===== src/rtl/riscv_pkg.sv =====
// riscv_pkg: shared widths, ALU funct3 codes and forwarding-select encoding.
package riscv_pkg;
  localparam int XLEN = 32;
  localparam int REG_AW = 5;
  localparam logic [2:0] F3_ADD  = 3'b000;
  localparam logic [2:0] F3_SLL  = 3'b001;
  localparam logic [2:0] F3_SLT  = 3'b010;
  localparam logic [2:0] F3_SLTU = 3'b011;
  localparam logic [2:0] F3_XOR  = 3'b100;
  localparam logic [2:0] F3_SR   = 3'b101;
  localparam logic [2:0] F3_OR   = 3'b110;
  localparam logic [2:0] F3_AND  = 3'b111;
  typedef enum logic [1:0] {FWD_NONE, FWD_EXMEM, FWD_MEMWB} fwd_sel_e;
  function automatic logic fwd_hit(input logic we, input logic [REG_AW-1:0] rd, input logic [REG_AW-1:0] rs);
    return we && rd != '0 && rd == rs;
  endfunction
endpackage


===== src/rtl/forward_mux.sv =====
// forward_mux: picks the freshest value of one source register, EX/MEM before MEM/WB.
module forward_mux import riscv_pkg::*; #(
  parameter int W = riscv_pkg::XLEN
) (
  input  logic [REG_AW-1:0] rs_addr,
  input  logic [W-1:0]      rs_val,
  input  logic [REG_AW-1:0] exmem_rd,
  input  logic              exmem_reg_write,
  input  logic [W-1:0]      exmem_result,
  input  logic [REG_AW-1:0] memwb_rd,
  input  logic              memwb_reg_write,
  input  logic [W-1:0]      memwb_result,
  output logic [W-1:0]      fwd_data
);
  fwd_sel_e sel;
  always_comb begin
    sel = fwd_hit(exmem_reg_write, exmem_rd, rs_addr) ? FWD_EXMEM :
          fwd_hit(memwb_reg_write, memwb_rd, rs_addr) ? FWD_MEMWB : FWD_NONE;
    fwd_data = sel == FWD_EXMEM ? exmem_result : sel == FWD_MEMWB ? memwb_result : rs_val;
  end
endmodule


===== src/rtl/id_ex_stage.sv =====
// id_ex_stage: ID/EX pipeline register with load-use stall, flush and operand forwarding.
module id_ex_stage import riscv_pkg::*; #(
  parameter int XLEN = riscv_pkg::XLEN
) (
  input  logic            clk,
  input  logic            rst,
  input  logic            in_valid,
  output logic            in_ready,
  input  logic [4:0]      rs1_addr,
  input  logic [4:0]      rs2_addr,
  input  logic [4:0]      rd_addr,
  input  logic [XLEN-1:0] rs1_data,
  input  logic [XLEN-1:0] rs2_data,
  input  logic [XLEN-1:0] imm,
  input  logic [XLEN-1:0] pc,
  input  logic [2:0]      funct3,
  input  logic            funct7_bit5,
  input  logic            alu_src_imm,
  input  logic            alu_src_pc,
  input  logic            uses_rs2,
  input  logic            reg_write,
  input  logic            mem_read,
  input  logic            mem_write,
  input  logic            flush,
  input  logic [4:0]      exmem_rd,
  input  logic            exmem_reg_write,
  input  logic [XLEN-1:0] exmem_result,
  input  logic [4:0]      memwb_rd,
  input  logic            memwb_reg_write,
  input  logic [XLEN-1:0] memwb_result,
  output logic            out_valid,
  input  logic            out_ready,
  output logic [2:0]      funct3_q,
  output logic            funct7_bit5_q,
  output logic [XLEN-1:0] operand1,
  output logic [XLEN-1:0] operand2,
  output logic [XLEN-1:0] store_data,
  output logic [4:0]      rd_q,
  output logic            reg_write_q,
  output logic            mem_read_q,
  output logic            mem_write_q,
  output logic [XLEN-1:0] pc_q
);
  logic            hazard, cap;
  logic            valid_q, valid_d;
  logic [4:0]      rs1_addr_q, rs1_addr_d, rs2_addr_q, rs2_addr_d, rd_d;
  logic [XLEN-1:0] rs1_val_q, rs1_val_d, rs2_val_q, rs2_val_d, imm_q, imm_d, pc_d;
  logic [2:0]      funct3_d;
  logic            funct7_bit5_d, src_imm_q, src_imm_d, src_pc_q, src_pc_d;
  logic            regw_q, regw_d, mrd_q, mrd_d, mwr_q, mwr_d;
  logic [XLEN-1:0] fwd1, fwd2;
  always_comb begin
    hazard = in_valid && valid_q && mrd_q && rd_q != '0 &&
             (rs1_addr == rd_q || (uses_rs2 && rs2_addr == rd_q));
    in_ready = (!valid_q || out_ready) && !hazard && !flush;
    cap = in_valid && in_ready;
    valid_d = flush ? 1'b0 : cap ? 1'b1 : out_ready ? 1'b0 : valid_q;
    // register-file write in the same cycle as the read is taken from MEM/WB
    rs1_val_d = !cap ? rs1_val_q : fwd_hit(memwb_reg_write, memwb_rd, rs1_addr) ? memwb_result : rs1_data;
    rs2_val_d = !cap ? rs2_val_q : fwd_hit(memwb_reg_write, memwb_rd, rs2_addr) ? memwb_result : rs2_data;
    rs1_addr_d = cap ? rs1_addr : rs1_addr_q;
    rs2_addr_d = cap ? rs2_addr : rs2_addr_q;
    rd_d = cap ? rd_addr : rd_q;
    imm_d = cap ? imm : imm_q;
    pc_d = cap ? pc : pc_q;
    funct3_d = cap ? funct3 : funct3_q;
    funct7_bit5_d = cap ? funct7_bit5 : funct7_bit5_q;
    src_imm_d = cap ? alu_src_imm : src_imm_q;
    src_pc_d = cap ? alu_src_pc : src_pc_q;
    regw_d = cap ? reg_write : regw_q;
    mrd_d = cap ? mem_read : mrd_q;
    mwr_d = cap ? mem_write : mwr_q;
  end
  always_ff @(posedge clk) begin
    if (rst) begin
      valid_q <= 1'b0;
      rs1_addr_q <= '0;
      rs2_addr_q <= '0;
      rd_q <= '0;
      rs1_val_q <= '0;
      rs2_val_q <= '0;
      imm_q <= '0;
      pc_q <= '0;
      funct3_q <= '0;
      funct7_bit5_q <= 1'b0;
      src_imm_q <= 1'b0;
      src_pc_q <= 1'b0;
      regw_q <= 1'b0;
      mrd_q <= 1'b0;
      mwr_q <= 1'b0;
    end else begin
      valid_q <= valid_d;
      rs1_addr_q <= rs1_addr_d;
      rs2_addr_q <= rs2_addr_d;
      rd_q <= rd_d;
      rs1_val_q <= rs1_val_d;
      rs2_val_q <= rs2_val_d;
      imm_q <= imm_d;
      pc_q <= pc_d;
      funct3_q <= funct3_d;
      funct7_bit5_q <= funct7_bit5_d;
      src_imm_q <= src_imm_d;
      src_pc_q <= src_pc_d;
      regw_q <= regw_d;
      mrd_q <= mrd_d;
      mwr_q <= mwr_d;
    end
  end
  forward_mux #(.W(XLEN)) u_fwd1 (
    .rs_addr(rs1_addr_q), .rs_val(rs1_val_q),
    .exmem_rd(exmem_rd), .exmem_reg_write(exmem_reg_write), .exmem_result(exmem_result),
    .memwb_rd(memwb_rd), .memwb_reg_write(memwb_reg_write), .memwb_result(memwb_result),
    .fwd_data(fwd1)
  );
  forward_mux #(.W(XLEN)) u_fwd2 (
    .rs_addr(rs2_addr_q), .rs_val(rs2_val_q),
    .exmem_rd(exmem_rd), .exmem_reg_write(exmem_reg_write), .exmem_result(exmem_result),
    .memwb_rd(memwb_rd), .memwb_reg_write(memwb_reg_write), .memwb_result(memwb_result),
    .fwd_data(fwd2)
  );
  assign out_valid = valid_q;
  assign reg_write_q = regw_q && valid_q;
  assign mem_read_q = mrd_q && valid_q;
  assign mem_write_q = mwr_q && valid_q;
  assign operand1 = src_pc_q ? pc_q : fwd1;
  assign operand2 = src_imm_q ? imm_q : fwd2;
  assign store_data = fwd2;
endmodule


===== config.mk =====
export PLATFORM = sky130hd
export DESIGN_NAME = id_ex_stage
export DESIGN_NICKNAME = d
export VERILOG_FILES = /design/src/rtl/riscv_pkg.sv /design/src/rtl/forward_mux.sv /design/src/rtl/id_ex_stage.sv
export SDC_FILE = /design/constraint.sdc
export NUM_CORES = 1
export LEC_CHECK = 0
export BUFFER_PORTS_ARGS = -buffer_cell sky130_fd_sc_hd__buf_2
export CORE_ASPECT_RATIO = 1.75
export CORE_MARGIN = 2
export CORE_UTILIZATION = 45
export CTS_CLUSTER_SIZE = 40
export DETAILED_ROUTE_END_ITERATION = 16
export GPL_TIMING_DRIVEN = 0
export PLACE_DENSITY_LB_ADDON = 0.15
export REMOVE_ABC_BUFFERS = 1
export SLEW_MARGIN = 10
export SYNTH_ARGS = -nofsm -noshare
export SYNTH_HDL_FRONTEND = slang
export SYNTH_SLANG_ARGS = --single-unit

===== constraint.sdc =====
create_clock -name clk -period 3.65 [get_ports clk]
set_input_delay 1.095 -clock clk [delete_from_list [all_inputs] [get_ports clk]]
set_output_delay 1.095 -clock clk [all_outputs]
set_load 0.02 [all_outputs]

# Yosys cells after proc, flatten, opt, wreduce, memory -nomap -nowiden
# Cells that the tools add are included.
# word_totals
output_inout_bits	142
ff_bits	153
word_cells	70
# classes
n_mux	14
reduce_logical	29
n_eq_ne	12
# op_table
op	count
$mux W32	8
$eq A5 B5 Y1	8
$logic_and A1 B1 Y1	19
$reduce_bool A5 Y1	3
$mux W2	4
$eq A2 B1 Y1 const B	2
$eq A2 B2 Y1 const B	2
$logic_not A1 Y1	3
$logic_or A1 B1 Y1	2
$mux W1	2
$reduce_bool A2 Y1	1
$reduce_or A2 Y1	1

# Logic depth before layout (Yosys ltp)
# Gate-level depths: netlist (run 1).
# logic_depth
ltp_word	9
ltp_mapped	8

# Cells and area by module
# A second synthesis (run 1) with hierarchy kept.
# hier_totals
hier_cells	1085
area_unflattened_um2	9551.7
# modules_own_cells
module	cells_per_inst	area_per_inst_um2	seq_area_each_um2	n_inst
id_ex_stage	715	7236.9	3062.9	1
forward_mux	185	1157.4	0.0	2

# Least setup slack after synthesis (run 1)
# Ideal clock, no wire load.
# synth_timing
kind	input port to output port
startpoint	input port memwb_rd[3]
endpoint	output port operand2[10]
t_required_ns	2.555
arrival_ns	3.013
stages	8
n_path_buf	3
path_slack_ns	-0.458
cell_sequence	buf_2 or4_4 o21ai_4 or3b_1 buf_6 buf_12 a221oi_2 o31ai_1
# synth_via
elab_chain_cells	9
# synth_lines
item	line	source
start, declared	id_ex_stage.sv:28	input logic [4:0] memwb_rd,
$reduce_bool A5 Y1	riscv_pkg.sv:15	return we && rd != '0 && rd == rs;
$logic_and A1 B1 Y1	riscv_pkg.sv:15	
$logic_and A1 B1 Y1 (*)	riscv_pkg.sv:15	
$mux W2 (*)	forward_mux.sv:18	fwd_hit(memwb_reg_write, memwb_rd, rs_addr) ? FWD_MEMWB : FWD_NONE;
$mux W2 (*)	forward_mux.sv:17	sel = fwd_hit(exmem_reg_write, exmem_rd, rs_addr) ? FWD_EXMEM :
$eq A2 B2 Y1	forward_mux.sv:19	fwd_data = sel == FWD_EXMEM ? exmem_result : sel == FWD_MEMWB ? memwb_result : rs_val;
$mux W32	forward_mux.sv:19	
$mux W32 (*)	forward_mux.sv:19	
$mux W32 (*)	id_ex_stage.sv:126	assign operand2 = src_imm_q ? imm_q : fwd2;
end, declared	id_ex_stage.sv:36	output logic [XLEN-1:0] operand2,
# Mark *: on every way between the ends. The rest lies on a longest branch, timed or not.

# Worst setup path in the final report (run 1)
# layout_timing
startpoint	input port memwb_rd[2]
endpoint	output port operand2[19]
# The elaborated chain is that of the path after synthesis.

==> results of run 1 <==
## worst min-delay path by stage
stage / start / end / depth (start not counted)
floorplan: mrd_q / mrd_q / 2
global placement: regw_q / regw_q / 2
detailed placement: rs1_val_q[22] / rs1_val_q[22] / 1
CTS: mrd_q / mrd_q / 2
global route: mrd_q / mrd_q / 2
finish: mrd_q / mrd_q / 2
## layout make-up
class / count / area share [%]
clock buffer: 25 / 3.63
multi-input combinational: 830 / 47.9
antenna: 9 / 0.165
tap: 248 / 2.27
clock inverter: 6 / 0.826
inverter: 2 / 0.0917
sequential: 153 / 22.5
timing repair buffer: 444 / 22.6
## stage by stage
step	util, %	TNS, ns	hold slack [ns]
2_1_floorplan	-	-580.40	0.430
3_3_place_gp	53.7	-1117.01	0.439
3_5_place_dp	56.5	-93.46	0.447
4_1_cts	65.5	-39.17	0.457
5_1_grt	67.2	-44.97	0.468
6_report	67.2	-37.95	0.452
## power by group through the flow
stage	registers, uW	logic (uW)	clock network, uW
detailed placement	1860	958	0
global placement	1870	951	0
global route	1850	1200	1950
floorplan	1880	550	0
finish	1840	1120	1870
CTS	1840	1080	1890
## flip-flops by register name (all words and copies together), names as in the netlist
name,count
regw_q,1
rs1_val_q,32
pc_q,32
rs2_addr_q,5
rs1_addr_q,5
src_pc_q,1
funct3_q,3
rd_q,5
imm_q,32
rs2_val_q,32
src_imm_q,1
funct7_bit5_q,1
mrd_q,1
out_valid,1
mwr_q,1
## layer usage
layer	GRT usage (%)	vias up	wire length, um
li1	-	4595	-
met1	34.8	4720	13800
met2	53.4	361	18200
met3	6.13	90	1800
met4	15.6	4	1530
met5	0	-	27
## worst max-delay path, cell delays in order
cell      delay (ns)
buf_8           0.10
or4_4           0.53
o21ai_4         0.25
or3b_4          0.27
buf_12          0.20
a221oi_2        0.11
o31ai_1         0.26
buf_2           0.21
## placed cells by master (no fill, tap or decap), types with 2 or more instances in the layout
cell and instances:
o31ai_1 50, diode_2 9, buf_4 55, a221oi_4 40, nand2_1 244, clkbuf_1 4
clkbuf_16 20, buf_12 20, or3b_4 4, xnor2_2 2, xnor2_1 27, nor3_2 2
nor4_4 2, o31ai_2 14, nor2_4 2, xnor2_4 2, or4_1 2, nand3_1 5
nor2_2 4, clkbuf_8 4, and2_1 68, nand4_1 3, dfxtp_1 151, buf_2 334
buf_6 17, buf_16 9, nor2_1 93, mux2i_1 152, clkinvlp_4 3, a221oi_2 24
xor2_1 9, bufinv_16 3, buf_8 6, o2bb2ai_1 64
## kinds of logic (layout without fill, tap and decap cells)
| kind of cell | Yosys count | count (layout) |
|---|---|---|
| AND/OR/NAND/NOR | 433 | 435 |
| AO/OA/AOI/OAI | 203 | 203 |
| flip-flops | 153 | 153 |
| multiplexers | 152 | 152 |
| buffers and inverters | 104 | 477 |
| XOR/XNOR | 40 | 40 |
| other | 0 | 9 |
## repair_timing
item | in CTS | in global routing
pin swaps | 108 | 29
resized for setup | 125 | 37
buffers inserted | 25 | 8
endpoints found under the setup margin | 96 | 97
cloned | 8 | 2
==> impl_summary.md, run 1 <==
CTS
The tree built by TritonCTS fans out to 153 sinks. The tree is rooted in a clkbuf_16. The CTS clock-pin slew for the worst setup and hold paths is 0.06 ns. CTS built an H-tree with a depth of 4. The clock tree from TritonCTS is done. After clock tree synthesis, the flow added hold-fix buffers numbering 0.

No sink is reached through more buffers than the 2 on the longest clock path. Buffers inserted during clock tree synthesis total 17. The source-to-sink clock delay at the later pin of the worst-skew pair is 0.43 ns.

Routing
The number of detailed-routing iterations run before antenna repair is 5. The detail route stage leaves a number of antenna-violating nets equal to 0. The via count normalized by instance count is 5.69. In the final routed layout, each cell accounts on average for 20.6 um. After the first detailed-routing iteration, the DRC count stood at 432. The post-route DRC violation count is 0.

The sum of routed wire length over all layers is 35,400 um. The number of vias after detailed routing is 9,770.

Placed design
In this run the cell area measured after placement is 0.0115 mm2. The count of input and output buffers is 375. Routability-driven placement finished with a final weighted congestion of 0.837. The number of cells after detailed placement is 1,634. The worst slack after detailed placement is -1.21 ns.

The HPWL after detailed placement is 23,600 um.

Logic synthesis
The post-synthesis instance total is 1,085. Summing every instance area after synthesis gives 0.00929 mm2. After synthesis the netlist holds a flip-flop and latch count of 153. The multiplexer fraction of the synthesized cell area is 16.4%. The sequential cell area fraction in the yosys report is 33.0%. The number of warnings printed during yosys synthesis is 0. After synthesis, the cell types taking the most area are dfxtp_1 33%, mux2i_1 16%, nand2_1 9.9%. A synthesized cell averages 8.57 um2. The area share of the largest cell type after synthesis is 33.0%. The main combinational cell family by area after synthesis is compound AO/OA/AOI/OAI gates. Yosys mapped the design onto 42 distinct sky130hd cell types. Counting flops with a built-in enable in the synthesized netlist gives 0.

The synthesized netlist devotes 0% of its cell area to adder and majority cells. The dominant synthesized flop cell is dfxtp_1. Of the total synthesized cell area, the portion taken by AND, OR, NAND and NOR gates is 20.1%.

Of all cell types, the one taking the most synthesized area is dfxtp_1. The fraction of the mapped netlist area in compound gates is 20.5%. nand2_1 is the most common cell in the netlist.

In the synthesized netlist the async set-or-reset flop fraction comes to 0%. Sorting the synthesized cells by how often they occur yields 244 x nand2_1, 153 x dfxtp_1, 152 x mux2i_1. The fraction of synthesized cell area in xor and xnor cells is 3.77%.

Timing
Setup repair after global routing could not meet its margin everywhere. The smallest setup slack after layout is -0.472 ns. For the finished layout, the period the worst path requires is 4.12 ns.

For the final database, setup skew stands at 0.00942 ns. The setup-violating endpoint count in the final report is 96. Of the available clock period, the critical path in the final layout requires 113%. The transition time at the pin with the least slew margin is 0.895 ns. The maximum operating frequency is 243 MHz. The final number of max-transition violations was 0. The relative slew slack is 40.4%. The final count of hold timing violations is 0.

Critical path
Counting cells, the worst reg-to-reg path comes to 8. The worst setup path is captured at an output pin. The class of the most critical setup path is in -> out. The slack of the worst reg-to-reg path is 0.94 ns. The worst register-to-register path ends at pc_q[9]. The end point of the critical path is operand2[19]. The worst path arrival time is 3.03 ns.

In this run the critical register-to-register path is launched from rd_q[0]. The peak fanout along the critical path is 12. The kind of launch point of the worst setup path is a primary input. Tracing the worst setup path back leads to its startpoint at memwb_rd[2]. Data on the critical path is required at its endpoint by 2.55 ns.

Finish
The multi-input gate area in the final layout is 0.00653 mm2. The number of non-filler instances in the completed layout is 1,717. The fraction of layout cells with a size suffix above 1 is 39.8%. The fill cell instance count of the final layout is 1,661. The final standard cell area without fillers is 0.0136 mm2.

In the final design database the tool counted 1,682 nets. Relative to the synthesized area, the layout overhead comes to 46.8%. The sequential cell area is 0.00307 mm2.

Run
Max-cap violations in this run came to 0.

Power
Per report_power, the sequential group accounts for 38.1% of the total. The completed layout was analyzed and its total power is 4830 uW. IR analysis of the VDD net gives a maximum drop of 0.000431 V. The part of the power in combinational logic is 23.2%. The leakage power total is 0.00568 uW. The net switching power is 1420 uW. Per report_power, the clock group accounts for 38.6% of the total. The fraction of power spent switching nets is 29.4%. The internal power summed over all cells is 3410 uW.

The power per cell area is 354 mW/mm2.

Die
In this run the count of I/O pins placed on the die edge is 376. The die is 113 um wide. After floorplanning, the core was divided into 69 placement rows. The initial utilization of the core area, before any placement, comes to 45.8%. The die height is 194 um.

The floorplan step defined a core boundary enclosing 0.0203 mm2. The die covers 0.0219 mm2.

Outcome
The checks that failed: setup timing. The flow ran to the end, but the final reports show violations.

GRT
The via count of the first global-routing pass came to 9,632. The first-pass GRT wire length is 52,700 um. The number of antenna violations at the first check in global routing is 11. Entering global routing, the biggest net connects 107 pins. Global routing used 30.6% of the available tracks across all layers. The global-route congestion overflow total is 0.

Worst hold path
The type of the most critical hold path is reg -> reg.
Power figures use the tool's default switching activity.
==> run 2, diff against run 1 <==
CORE_UTILIZATION = 39   (was 45)
==> run 2 against run 1 <==
The flow still finishes with violations (setup timing). Sequential share of layout area down 0.74 points. Sequential cell count unchanged. Non-clock buffer count rose by 8. Total power is 0.56% higher. Critical path type unchanged. Fmax shrank 0.20%. Hold slack worse by 0.00079 ns. Clock skew down 0.0032 ns. Wire length increased by 4.8%. First-iteration DRC count up 24%. Critical path depth up 1. Core utilization shrank 7.0 points. Setup slack lost 0.0082 ns.
==> impl_summary.md, run 2 (synthesized netlist as in run 1, its figures left out) <==
Outcome
The flow ran to the end, but the final reports show violations. The checks that failed: setup timing.

CTS
The count of hold buffers inserted by post-cts repair is 0. TritonCTS built the clock tree. After clock tree synthesis, the clock-pin slew on the worst setup and hold paths is 0.06 ns.

The library cell used as clock root buffer is clkbuf_16. The source-to-sink clock delay at the later pin of the worst-skew pair is 0.45 ns. The clock passes through at most 2 buffers.

The number of buffers created by CTS is 17. The clock drives 153 sinks. The maximum level of the CTS H-tree is 4.

Critical path
Data on the critical path arrives at its endpoint at 3.04 ns. STA puts the critical path data required time at 2.55 ns. STA classifies the critical path startpoint as a primary input.

The slowest cell on the critical path is or4_4. The beginning of the worst register-to-register path is rd_q[0]. The launching instance or port of the critical path is exmem_rd[3]. Traced cell by cell, the critical path runs through buf_8 > or4_4 > o21a_1 > and3_4 > buf_12 > buf_16 > a221oi_4 > o31ai_2 > buf_2.

Along the worst path, the maximum fanout reaches 5. The largest stage delay on the critical path is 0.53 ns. The worst setup path is captured at an output pin.

The cell count of the worst reg-to-reg path is 8. The setup path with the least slack is of type in -> out.

Finish
Once layout is complete, the utilization of the core stands at 60.2%. The library cells used most frequently in the layout, excluding fill and tap cells, are 316 x buf_2, 244 x nand2_1, 152 x mux2i_1, 151 x dfxtp_1, 95 x nor2_1. The most common cell after layout, fill and taps aside is buf_2.

The net count of the finished layout is 1,689. After routing the design area is 0.0141 mm2. The multi-input gate area in the final layout is 0.00665 mm2.

The sequential cell area is 0.00307 mm2. The fraction of layout cells with a size suffix above 1 is 40.5%. Compared with the post-synthesis result, the final layout area differs by 51.7%.

The layout has 2,068 filler cells.

Die
For this configuration, the core starts out at a cell density of 39.7%. The die height is 208 um. In this run the horizontal extent of the chip is 121 um. The standard cell core area is 0.0234 mm2. The number of rows in the core area is 74.

The number of top-level pins is 376. The die area is 0.0251 mm2.

Placed design
Buffers placed on the I/O ports in this run total 375. Routability-driven placement finished with a final weighted congestion of 0.819. The placed instances occupy a cell area of 0.0115 mm2.

After legalization and detailed placement, the total HPWL measured 24,200 um.

Timing
The final number of max-transition violations is 0. At the pin with the least slew margin, the transition time is 0.921 ns. The final count of hold timing violations is 0. The final critical-path required period is 4.13 ns.

Setup repair after global routing could not meet its margin everywhere. In the post-route analysis, the smallest setup slack over all paths is -0.481 ns. The final critical path takes up 113% of the cycle. Between clock sinks in the finished design, the worst skew comes to 0.00625 ns.

In this run the tightest slew margin relative to its limit is 38.6%. Static timing analysis puts the maximum clock frequency at 242 MHz. The smallest hold slack is 0.451 ns. Setup violations remaining at the end of the flow were counted as 96.

Power
The worst-case IR drop observed on VDD is 0.000366 V. Power spread over the standard cell area amounts to 345 mW/mm2. The overall power of the completed layout is 4860 uW. The analysis attributes to cell leakage a power of 0.00586 uW.

GRT
Entering global routing, the biggest net connects 109 pins. The global-route congestion overflow total is 0. In the global route stage, overall resource usage came out at 28.9%.

The number of antenna violations at the first check in global routing came to 15. The via count of the first global-routing pass is 10,000. The first global-routing pass estimated 56,000 um of wire.

Routing
The sum of routed wire length over all layers is 37,100 um. For this run, design rule violations remaining after detail routing come to 0. After the first detailed-routing iteration, the DRC count stood at 534. The average routed wire per standard cell is 20.8 um. The first TritonRoute pass finished after 5 iterations. The final antenna-violating net count is 0. The via count normalized by instance count is 5.45. The detailed router placed 9,734 vias in this run.

Worst hold path
The worst hold path belongs to the class reg -> reg. In this run the most critical hold path is launched from mrd_q. The worst hold path was traced through 2 stages.

Run
The tool flagged a number of max-cap violations equal to 0.
==> run 2: cell types whose count changed in the layout (fill, tap and decap cells not counted), moves of 4 or more <==
cell / delta
a221oi_2: -12
a221oi_4: +9
buf_16: +5
buf_2: -18
buf_4: +12
buf_6: +5
clkinv_2: +4
diode_2: +4
o31ai_1: -7
o31ai_2: +6
==> run 2: area by class of cell <==
class,instances,area share [%]
multi-input cells,829,47.2
clock buffers,25,3.66
diodes,13,0.231
repair buffers,452,23.8
well taps,304,2.70
inverters,2,0.0887
clock inverters,7,0.621
flip-flops and latches,153,21.8
==> run 2: metrics by stage <==
stage               instances   TNS, ns  setup WS, ns
global placement         1662  -1118.40         -7.66
finish                   1785    -39.58        -0.481
CTS                      1767    -40.03        -0.479
floorplan                 983   -580.40         -4.55
detailed placement       1688    -99.30         -1.28
global route             1784    -44.70        -0.569
==> run 2: metal layers <==
layer  track usage [%]  vias to the layer above  wire (um)
li1                  -                     4622          -
met1              32.2                     4696      14200
met2              51.4                      328      19800
met3              5.70                       86       1780
met4              14.6                        2       1360
met5                 0                        -         11
==> run 2: worst max-delay path, delay by kind of cell <==
family                 cells  cell delay, ns
buffers and inverters      4            0.59
AND/OR/NAND/NOR            2            0.76
AO/OA/AOI/OAI              3            0.58
==> run 2: final timing paths <==
path / endpoint / slack, ns
setup / recovery: operand2[13] / -0.48
hold / removal: mrd_q / 0.45
setup reg to reg: imm_q[24] / 0.87
hold reg to reg: mrd_q / 0.45
==> run 2: power breakdown <==
part           switching [uW]  leakage, uW  internal [uW]
sequential               91.2      0.00125           1750
clock                     737     0.000299           1110
combinational             623      0.00431            545
==> run 2: repair_timing <==
item / CTS / global route
gates cloned: 13 / 1
buffers inserted: 36 / 6
endpoints found under the setup margin: 96 / 96
pin swaps: 137 / 37
resized for setup: 166 / 51
